[config.mk]
export PLATFORM = sky130hd
export DESIGN_NAME = flash_pad_arbiter
export DESIGN_NICKNAME = d
export VERILOG_FILES = /design/src/rtl/flash_pad_arbiter.sv
export SDC_FILE = /design/constraint.sdc
export NUM_CORES = 1
export LEC_CHECK = 0
export CORE_ASPECT_RATIO = 0.7
export CORE_MARGIN = 2
export CORE_UTILIZATION = 40
export DETAILED_ROUTE_END_ITERATION = 7
export PLACE_DENSITY = 0.68
export REMOVE_ABC_BUFFERS = 1
export SETUP_SLACK_MARGIN = 0.15
export SLEW_MARGIN = 20
export SYNTH_ARGS = -nofsm -noshare
export SYNTH_HDL_FRONTEND = slang
export SYNTH_SLANG_ARGS = --single-unit
export TNS_END_PERCENT = 5
[constraint.sdc]
create_clock -name ext_clk -period 5.42 [get_ports ext_clk]
set_clock_uncertainty 0.1 [all_clocks]
set_input_delay 1.084 -clock ext_clk [delete_from_list [all_inputs] [get_ports ext_clk]]
set_output_delay 1.084 -clock ext_clk [all_outputs]
set_load 0.02 [all_outputs]
[src/rtl/flash_pad_arbiter.sv]
// Two-requester arbiter for the shared SPI flash pads. It grants the pads
// through a req/gnt handshake, parks them for an idle gap between owners,
// and preempts a long-running owner only while its chip select is high.
module flash_pad_arbiter #(
  parameter int unsigned GAP_CYCLES = 4,
  parameter int unsigned MAX_HOLD   = 1024
) (
  input  logic       ext_clk,
  input  logic       ext_rst_n,
  input  logic       a_req,
  output logic       a_gnt,
  input  logic       a_cs_n,
  input  logic       a_clk,
  input  logic [3:0] a_sdat_o,
  input  logic [3:0] a_sdat_oe,
  output logic [3:0] a_sdat_i,
  input  logic       b_req,
  output logic       b_gnt,
  input  logic       b_cs_n,
  input  logic       b_clk,
  input  logic [3:0] b_sdat_o,
  input  logic [3:0] b_sdat_oe,
  output logic [3:0] b_sdat_i,
  output logic       pad_cs_n,
  output logic       pad_clk,
  output logic [3:0] pad_o,
  output logic [3:0] pad_oe,
  input  logic [3:0] pad_i,
  output logic [1:0] owner,
  output logic       preempt
);

  typedef enum logic [1:0] {IDLE, OWN_A, OWN_B, GAP} state_t;

  localparam logic [7:0]  GAP_LAST = 8'(GAP_CYCLES - 1);
  localparam logic [15:0] HOLD_MAX = 16'(MAX_HOLD);

  state_t      state_q, state_d;
  logic [7:0]  gap_cnt_q;
  logic [15:0] hold_cnt_q;
  logic        last_b_q;     // 1: B owned last, so A wins the next tie
  logic        own_req, other_req, own_cs_n;
  logic        preempt_d;
  logic        stay_a, stay_b;

  // Next-state selection, including the transaction-boundary preemption test
  always_comb begin
    state_d   = state_q;
    preempt_d = 1'b0;
    own_req   = 1'b0;
    other_req = 1'b0;
    own_cs_n  = 1'b1;
    case (state_q)
      IDLE: begin
        if (a_req && (!b_req || last_b_q)) state_d = OWN_A;
        else if (b_req)                    state_d = OWN_B;
      end
      OWN_A, OWN_B: begin
        own_req   = (state_q == OWN_A) ? a_req  : b_req;
        other_req = (state_q == OWN_A) ? b_req  : a_req;
        own_cs_n  = (state_q == OWN_A) ? a_cs_n : b_cs_n;
        if (!own_req) begin
          state_d = GAP;
        end else if (other_req && hold_cnt_q == HOLD_MAX && own_cs_n) begin
          state_d   = GAP;
          preempt_d = 1'b1;
        end
      end
      GAP: begin
        if (gap_cnt_q == GAP_LAST) state_d = IDLE;
      end
      default: state_d = IDLE;
    endcase
  end

  // Pads only carry an owner's signals on edges where that owner keeps the grant
  assign stay_a = (state_q == OWN_A) && (state_d == OWN_A);
  assign stay_b = (state_q == OWN_B) && (state_d == OWN_B);

  // State, counters, registered status outputs and registered pad drivers
  always_ff @(posedge ext_clk) begin
    if (!ext_rst_n) begin
      state_q    <= IDLE;
      gap_cnt_q  <= '0;
      hold_cnt_q <= '0;
      last_b_q   <= 1'b1;
      preempt    <= 1'b0;
      owner      <= 2'b00;
      pad_cs_n   <= 1'b1;
      pad_clk    <= 1'b0;
      pad_o      <= '0;
      pad_oe     <= '0;
    end else begin
      state_q <= state_d;
      preempt <= preempt_d;
      case (state_d)
        IDLE:    owner <= 2'b00;
        OWN_A:   owner <= 2'b01;
        OWN_B:   owner <= 2'b10;
        default: owner <= 2'b11;
      endcase

      gap_cnt_q <= (state_q == GAP) ? gap_cnt_q + 8'd1 : '0;

      if (stay_a || stay_b) begin
        if (hold_cnt_q != HOLD_MAX) hold_cnt_q <= hold_cnt_q + 16'd1;
      end else begin
        hold_cnt_q <= '0;
      end

      if (state_q == OWN_A && state_d == GAP) last_b_q <= 1'b0;
      if (state_q == OWN_B && state_d == GAP) last_b_q <= 1'b1;

      if (stay_a) begin
        pad_cs_n <= a_cs_n;
        pad_clk  <= a_clk;
        pad_o    <= a_sdat_o;
        pad_oe   <= a_sdat_oe;
      end else if (stay_b) begin
        pad_cs_n <= b_cs_n;
        pad_clk  <= b_clk;
        pad_o    <= b_sdat_o;
        pad_oe   <= b_sdat_oe;
      end else begin
        pad_cs_n <= 1'b1;
        pad_clk  <= 1'b0;
        pad_o    <= '0;
        pad_oe   <= '0;
      end
    end
  end

  assign a_gnt    = (state_q == OWN_A);
  assign b_gnt    = (state_q == OWN_B);
  assign a_sdat_i = a_gnt ? pad_i : 4'b0000;
  assign b_sdat_i = b_gnt ? pad_i : 4'b0000;

endmodule

* Word level (Yosys, flattened, before mapping) *
Cells that the tools add are included.
W data, S select, Z words.

word-level totals
  bits in registers = 40
  output and inout port bits = 23
  bits of input ports = 28

cells by class
  muxes and demuxes = 21
  add/subtract/negate cells = 2
  equality and inequality tests = 9
  bitwise gates (word level) = 1
  reductions and logical operators = 17

operators by type and width
  operator                 count
  $mux W4                  6
  $add A16 B1 Y16 const B  1
  $eq A16 B11 Y1 const B   1
  $ne A16 B11 Y1 const B   1
  $pmux W2 S3              2
  $mux W2                  5
  $add A8 B1 Y8 const B    1
  $eq A2 B2 Y1 const B     4
  $eq A8 B2 Y1 const B     1
  $mux W1                  8
  $logic_and A1 B1 Y1      7
  $eq A2 B1 Y1 const B     2
  $logic_not A2 Y1         2
  $reduce_and A2 Y1        2
  $reduce_or A2 Y1         2
  $reduce_and A3 Y1        1
  $logic_or A1 B1 Y1       2
  $logic_not A1 Y1         1
  $not A1 Y1               1

* Logic depth before layout (Yosys ltp) *
Gate-level depths: netlist of run 1.

  word-level depth = 11
  gate-level depth with buffers = 9
  gate-level depth less buffers = 8

* Worst setup path before layout of run 1 *
No wires, ideal clock.

  path type = input-to-reg
  start = in a_cs_n
  end = reg pad_cs_n
  buffers on the path = 0
  setup slack = 2.876 ns
  setup time = 0.122 ns
  stages = 6
  data arrival time = 2.322 ns
  cells stage by stage = and3_1 o21ai_1 o32ai_1 o21ai_2 nand2_2 o32a_1

on the way
  longest elaborated chain between the ends = 9
  elaborated cells on any way between the ends = 11
  classes of those cells = 2 x eq/ne; 6 x mux; 3 x reduce/logical

RTL lines
  element               RTL line  text
  from (decl)           12        input logic a_cs_n,
  $mux W1               61        own_cs_n = (state_q == OWN_A) ? a_cs_n : b_cs_n;
  $logic_and A1 B1 Y1   64        end else if (other_req && hold_cnt_q == HOLD_MAX && own_cs_n) begin
  $mux W2               64
  $mux W2               62        if (!own_req) begin
  $pmux W2 S3           53        case (state_q)
  $eq A2 B2 Y1          78        assign stay_b = (state_q == OWN_B) && (state_d == OWN_B);
  $logic_and A1 B1 Y1   78
  $mux W1               119       end else if (stay_b) begin
  $mux W1 (*)           114       if (stay_a) begin
  to (signal assigned)  115       pad_cs_n <= a_cs_n;
  to (signal assigned)  120       pad_cs_n <= b_cs_n;
  to (decl)             24        output logic pad_cs_n,

Mark *: on every way between the ends. The rest lies on a longest branch, timed or not.
A chain may end at the register's enable or synchronous reset.

* Final worst setup path of run 1 *
  start = in pad_i[1]
  end = out b_sdat_i[1]

on the way
  longest elaborated chain between the ends = 1

RTL lines
  element      RTL line  text
  from (decl)  28        input logic [3:0] pad_i,
  $mux W4      136       assign b_sdat_i = b_gnt ? pad_i : 4'b0000;
  to (decl)    23        output logic [3:0] b_sdat_i,

No other way between the ends.

==> metrics.cfg, run 1 <==
[floorplanning]
die_h_um=62.60
die_w_um=87.71
coreArea_um2=4756
rows=21
io_pins=51
die-area_um2=5490
initial_core_util_pct=41.25

[worst_setup_path]
required_ps=4240
start_kind=input pin
rrSetupSlack_ps=2470
critical_path_class=input pin to output port
worstRegToRegCells=8
arrival_ps=2270
end_kind=output port
regToRegEndpoint=hold_cnt_q[3]
cp_max_fo=2
r2r_start=owner[1]

[cts]
path_clk_slew_ps=80
cts_sinks=39
ctsLongestPathBuffers=2
cts_buffers=5
cts_root_buffer=clkbuf_8
postCtsHoldBufs=0
cts_setup_buffers=0
cts_resized=0
cts_tree=yes
clkLatencyLatePin_ps=290
h-tree-depth=2

[logic_synthesis]
yosysMostFrequentCell=dfxtp_1
async_reset_ff_share_pct=0
yosys_most_used_dff=dfxtp_1
synth_cell_types=42
syn_area_um2=1962
post_synth.cell_area_avg_um2=9.254
synth_warnings=0
ys_seq_elements=39
synth_top_cells_by_area=dfxtp_1, nand2_1, xor2_1
synth_top_cells_by_count=dfxtp_1, nand2_1, nor2_1
yosysTopAreaCell=dfxtp_1
ys_seq_area_share_pct=39.80
synth_edf_count=0
synth_top_area_share_pct=39.80
syn_inst=212

[sta]
setup_violations=0
rsz0062_at_grt=no
min_period_over_period_pct=63.67
worst_pin_slew_ps=777.3
slew_headroom_pct=48.12
slew_violations=0
period_needed_ps=3451
tns_ps=0
fin_ws_ps=1969
max_freq_mhz=289.8
hold_viol=0

[finish]
multi_input_area_um2=1125
syn2layout_area_growth_pct=32.65
design_area_um2=2603
regArea_um2=780.7
final_nets=298
antennaDiodeCount=0
layout-drive-gt1-share_pct=9.848
nFillCells=461
layout.cells.non_filler=333

[outcome]
status=finished clean

[placed_design]
dpl_cell_area_um2=2519
numPortBuffers=50
gp_congestion=0.8210
place_worst_setup_slack_ps=1844
place_hpwl_um=3076
placedCellCount=325

[route]
vias_per_cell=4.967
vias=1654
top_layer_used=met4
first_pass_iters=4
wl_met1_um=2012
totalWireLength_um=4168
drc=0
ant_nets=0
drtIter0Drc=114
avgRoutedWirePerCell_um=12.52
met2_length_um=1680
wl_met3_um=417

[job]
max_cap_viol_count=0

[grt]
grt_pass1_wl_um=6768
grt_pass1_vias=1446
grt_max_degree=25
grt.total_usage_pct=16.07
grt_overflow=0
grt_antenna_before_repair=0

[worst_hold_path]
hp-class=flip-flop to flip-flop
hold_path_depth=1
min_from=gap_cnt_q[0]
min_to=gap_cnt_q[0]

[pwr]
p_leak_nw=0.9669
ir_drop_mv=0.1406
powerDensity_nw_per_um2=363.5

## through the flow
stage	util [%]	total power, W	hold WS, ps
after floorplan	-	0.0006046	313.2
after global placement	52.96	0.0007578	323.8
after detailed placement	52.96	0.0007633	341.3
after CTS	54.72	0.0009520	352.8
after global routing	54.72	0.001006	373.6
final	54.72	0.0009460	351.1
## routing by layer
layer / global-route usage, % / up-vias
met2: 21.88 / 61
met4: 6.346 / 0
li1: - / 845
met3: 6.473 / 5
met1: 22.46 / 743
met5: 0 / -
## worst max-delay path: stages
cell and delay [ps]:
clkdlybuf4s50_1 460, and2_1 120, clkdlybuf4s50_1 600
## power breakdown
group	leakage [nW]	internal [W]	switching, W
clock network	0.0477	0.0000880	0.0000998
logic	0.604	0.000179	0.000242
registers	0.315	0.000314	0.0000231
total	0.967	0.000581	0.000365
## cells in the final DEF (no fill, tap or decap), types with 2 or more instances in the layout
| cell type | n |
|---|---|
| a21oi_1 | 3 |
| and2_1 | 9 |
| and3_1 | 13 |
| and4_1 | 2 |
| clkbuf_8 | 5 |
| clkdlybuf4s50_1 | 50 |
| clkinv_2 | 3 |
| dfxtp_1 | 39 |
| ha_1 | 7 |
| inv_1 | 5 |
| nand2_1 | 28 |
| nand2b_1 | 2 |
| nand3_1 | 9 |
| nand4_1 | 2 |
| nor2_1 | 14 |
| nor3_1 | 7 |
| nor3_2 | 9 |
| nor4_1 | 2 |
| nor4b_4 | 2 |
| o21ai_0 | 3 |
| o22ai_1 | 9 |
| xnor2_1 | 9 |
| xor2_1 | 12 |
## state kept, by name, summed over array words and instances, names as in the netlist
signal	flops
pad_cs_n	1
hold_cnt_q	16
state_q	1
gap_cnt_q	8
pad_oe	4
pad_clk	1
preempt	1
owner	2
last_b_q	1
pad_o	4
## layout make-up
type                            count  area share (%)
Multi-Input combinational cell    161           43.22
Sequential cell                    39           30.00
Timing Repair Buffer               51           19.52
Tap cell                           69           3.317
Clock buffer                        5           2.644
Inverter                            5          0.7212
Clock inverter                      3          0.5769
## logic make-up (layout without fill, tap and decap cells)
group                    count (synthesis)  count (layout)  share of synthesized area [%]
buffers and inverters                   12              64                          2.870
AO/OA/AOI/OAI                           26              26                          9.949
multiplexers                             1               1                         0.5102
AND/OR/NAND/NOR                        106             106                          33.04
adder cells (fa/ha/maj)                  7               7                          4.464
flip-flops                              39              39                          39.80
XOR/XNOR                                21              21                          9.375
## worst max-delay path by stage
stage                     startpoint  depth (start not counted)             to
after floorplan               a_cs_n                          6  hold_cnt_q[0]
after global placement         a_req                          7  hold_cnt_q[0]
after detailed placement       a_req                          7  hold_cnt_q[3]
after CTS                   pad_i[3]                          3    a_sdat_i[3]
after global routing        pad_i[3]                          3    a_sdat_i[3]
final                       pad_i[1]                          3    b_sdat_i[1]
(Power assumes the default switching activity.)
==> inputs of run 2 (changes only) <==
Clock period 5.42 ns to 3.27 ns, I/O delays scaled along.
==> run 2 against run 1 <==
Cell area rose by 2.2%. Sequential share of layout area fell by 0.64 points. Sequential power rose by 66%. Clock power rose by 120%. Flip-flop and latch count did not move. Register-to-register slack got worse by 1800 ps. Non-clock buffer count rose by 3. Clock-buffer cell count rose by 1. Hold slack got worse by 5.0 ps. Global-route usage rose by 0.35 points. Final cell count rose by 0.90%. Worst setup slack got worse by 1400 ps. Critical endpoint is now a_sdat_i[3]. Largest cell class unchanged. Largest power group unchanged.
==> metrics.cfg, run 2 (same netlist as run 1, synthesis figures left out) <==
[finish]
most-common-layout-cells=clkdlybuf4s50_1, dfxtp_1, nand2_1
largest_reg_flops=16  ; unchanged
final_core_util_pct=55.91  ; +1.2 points
top_register=hold_cnt_q
top_regs=hold_cnt_q x16, gap_cnt_q x8
final_common_cell=clkdlybuf4s50_1
layout-drive-gt1-share_pct=10.86  ; +1.0 points
antennaDiodeCount=0  ; unchanged
syn2layout_area_growth_pct=35.52
final_nets=301  ; +1.0%
nFillCells=453  ; -1.7%

[sta]
rsz0062_at_grt=no
max_freq_mhz=376.9
slew_violations=0  ; unchanged
period_needed_ps=2653
min_period_over_period_pct=81.13
slew_headroom_pct=68.70  ; +21 points
worst_pin_slew_ps=468.9  ; -308.4 ps
setup_violations=0  ; unchanged
fin_ws_ps=617.0  ; -1352 ps
tns_ps=0  ; unchanged
hold_viol=0  ; unchanged

[grt]
grt_pass1_wl_um=7017  ; +3.7%
grt_use_met3_pct=6.869  ; +0.40 points
use_met1_pct=24.22  ; +1.8 points
grt_max_degree=25  ; unchanged
grt_pass1_vias=1496  ; +3.5%
met2_usage_pct=21.31  ; -0.57 points
grt_overflow=0  ; unchanged
grt_antenna_before_repair=0  ; unchanged
grt.total_usage_pct=16.42  ; +0.35 points
grt-busiest-layer=met1

[worst_hold_path]
min_from=gap_cnt_q[0]
hp-class=flip-flop to flip-flop

[worst_setup_path]
crit_chain=inv_1 -> ha_1 -> and2_1 -> clkdlybuf4s50_1
r2r_start=owner[1]
crit_family=buffers and inverters
cpPeakStageDelay_ps=590  ; about the same
arrival_ps=1900  ; -370 ps
cp_max_fo=10  ; +8
crit_buf_inv=2  ; unchanged
startpoint=owner[1]
start_kind=flip-flop
required_ps=2520  ; -1720 ps
cp_slowest_cell=clkdlybuf4s50_1
critical_path_class=flip-flop to output port
end_kind=output port

[cts]
postCtsHoldBufs=0  ; unchanged
cts_resized=0  ; unchanged
ctsLongestPathBuffers=2  ; unchanged
path_clk_slew_ps=70  ; about the same
cts_sinks=39  ; unchanged
cts_tree=yes
cts_buffers=5  ; unchanged
cts_setup_buffers=0  ; unchanged
clkLatencyLatePin_ps=290  ; about the same
h-tree-depth=2  ; unchanged
cts_root_buffer=clkbuf_8

[placed_design]
place_worst_setup_slack_ps=377.3  ; -1466 ps
place_hpwl_um=3109  ; +1.1%
gp_congestion=0.8121  ; -1.1%
numPortBuffers=50  ; unchanged

[floorplanning]
die-area_um2=5490  ; unchanged
die_w_um=87.71  ; unchanged
die_h_um=62.60  ; unchanged
io_pins=51  ; unchanged
rows=21  ; unchanged
coreArea_um2=4756  ; unchanged
initial_core_util_pct=41.25  ; unchanged

[route]
ant_nets=0  ; unchanged
drtIter0Drc=88  ; -23%
drc=0  ; unchanged
first_pass_iters=4  ; unchanged
vias_per_cell=4.929  ; -0.77%
avgRoutedWirePerCell_um=12.25  ; -2.2%
totalWireLength_um=4115  ; -1.3%
vias=1656  ; +0.12%

[outcome]
status=finished clean

[pwr]
p_leak_nw=0.9937  ; +2.8%
powerDensity_nw_per_um2=633.7  ; +74%
ir_drop_mv=0.2541  ; +81%

[job]
max_cap_viol_count=0  ; unchanged

==> run 2: power breakdown <==
part / internal [W] / leakage, nW / total, W / switching [W]
combinational: 0.000311 / 0.617 / 0.000718 / 0.000407
sequential: 0.000521 / 0.315 / 0.000559 / 0.0000382
clock: 0.000247 / 0.0612 / 0.000408 / 0.000161
total: 0.00108 / 0.994 / 0.00168 / 0.000606
==> run 2: metrics by stage <==
stage	hold WS, ps	instances	total power, W	cell area, µm²
floorplan	313.2	205	0.001002	1924
global placement	321.3	328	0.001279	2541
detailed placement	333.2	328	0.001283	2541
CTS	348.7	336	0.001693	2659
global route	371.7	336	0.001791	2659
finish	346.1	336	0.001685	2659
==> run 2: per-layer routing <==
metal	wire length [µm]	up-vias
li1	-	847
met1	2052	746
met2	1636	59
met3	390	4
met4	35	0
met5	0	-
==> run 2: final timing paths <==
kind                        to  slack (ps)  depth (start not counted)
hold / removal    gap_cnt_q[0]         350                          1
setup / recovery   a_sdat_i[3]         620                          4
setup reg to reg      pad_cs_n         630                          8
hold reg to reg   gap_cnt_q[0]         350                          1
==> run 2: area by class of cell <==
| cell class | instances | area (µm²) | area share [%] |
|---|---|---|---|
| Clock inverter | 2 | 35.03 | 1.318 |
| Tap cell | 69 | 86.33 | 3.247 |
| Timing Repair Buffer | 54 | 530.5 | 19.95 |
| Inverter | 5 | 18.77 | 0.7059 |
| Clock buffer | 6 | 82.58 | 3.106 |
| Multi-Input combinational cell | 161 | 1125 | 42.31 |
| Sequential cell | 39 | 780.7 | 29.36 |
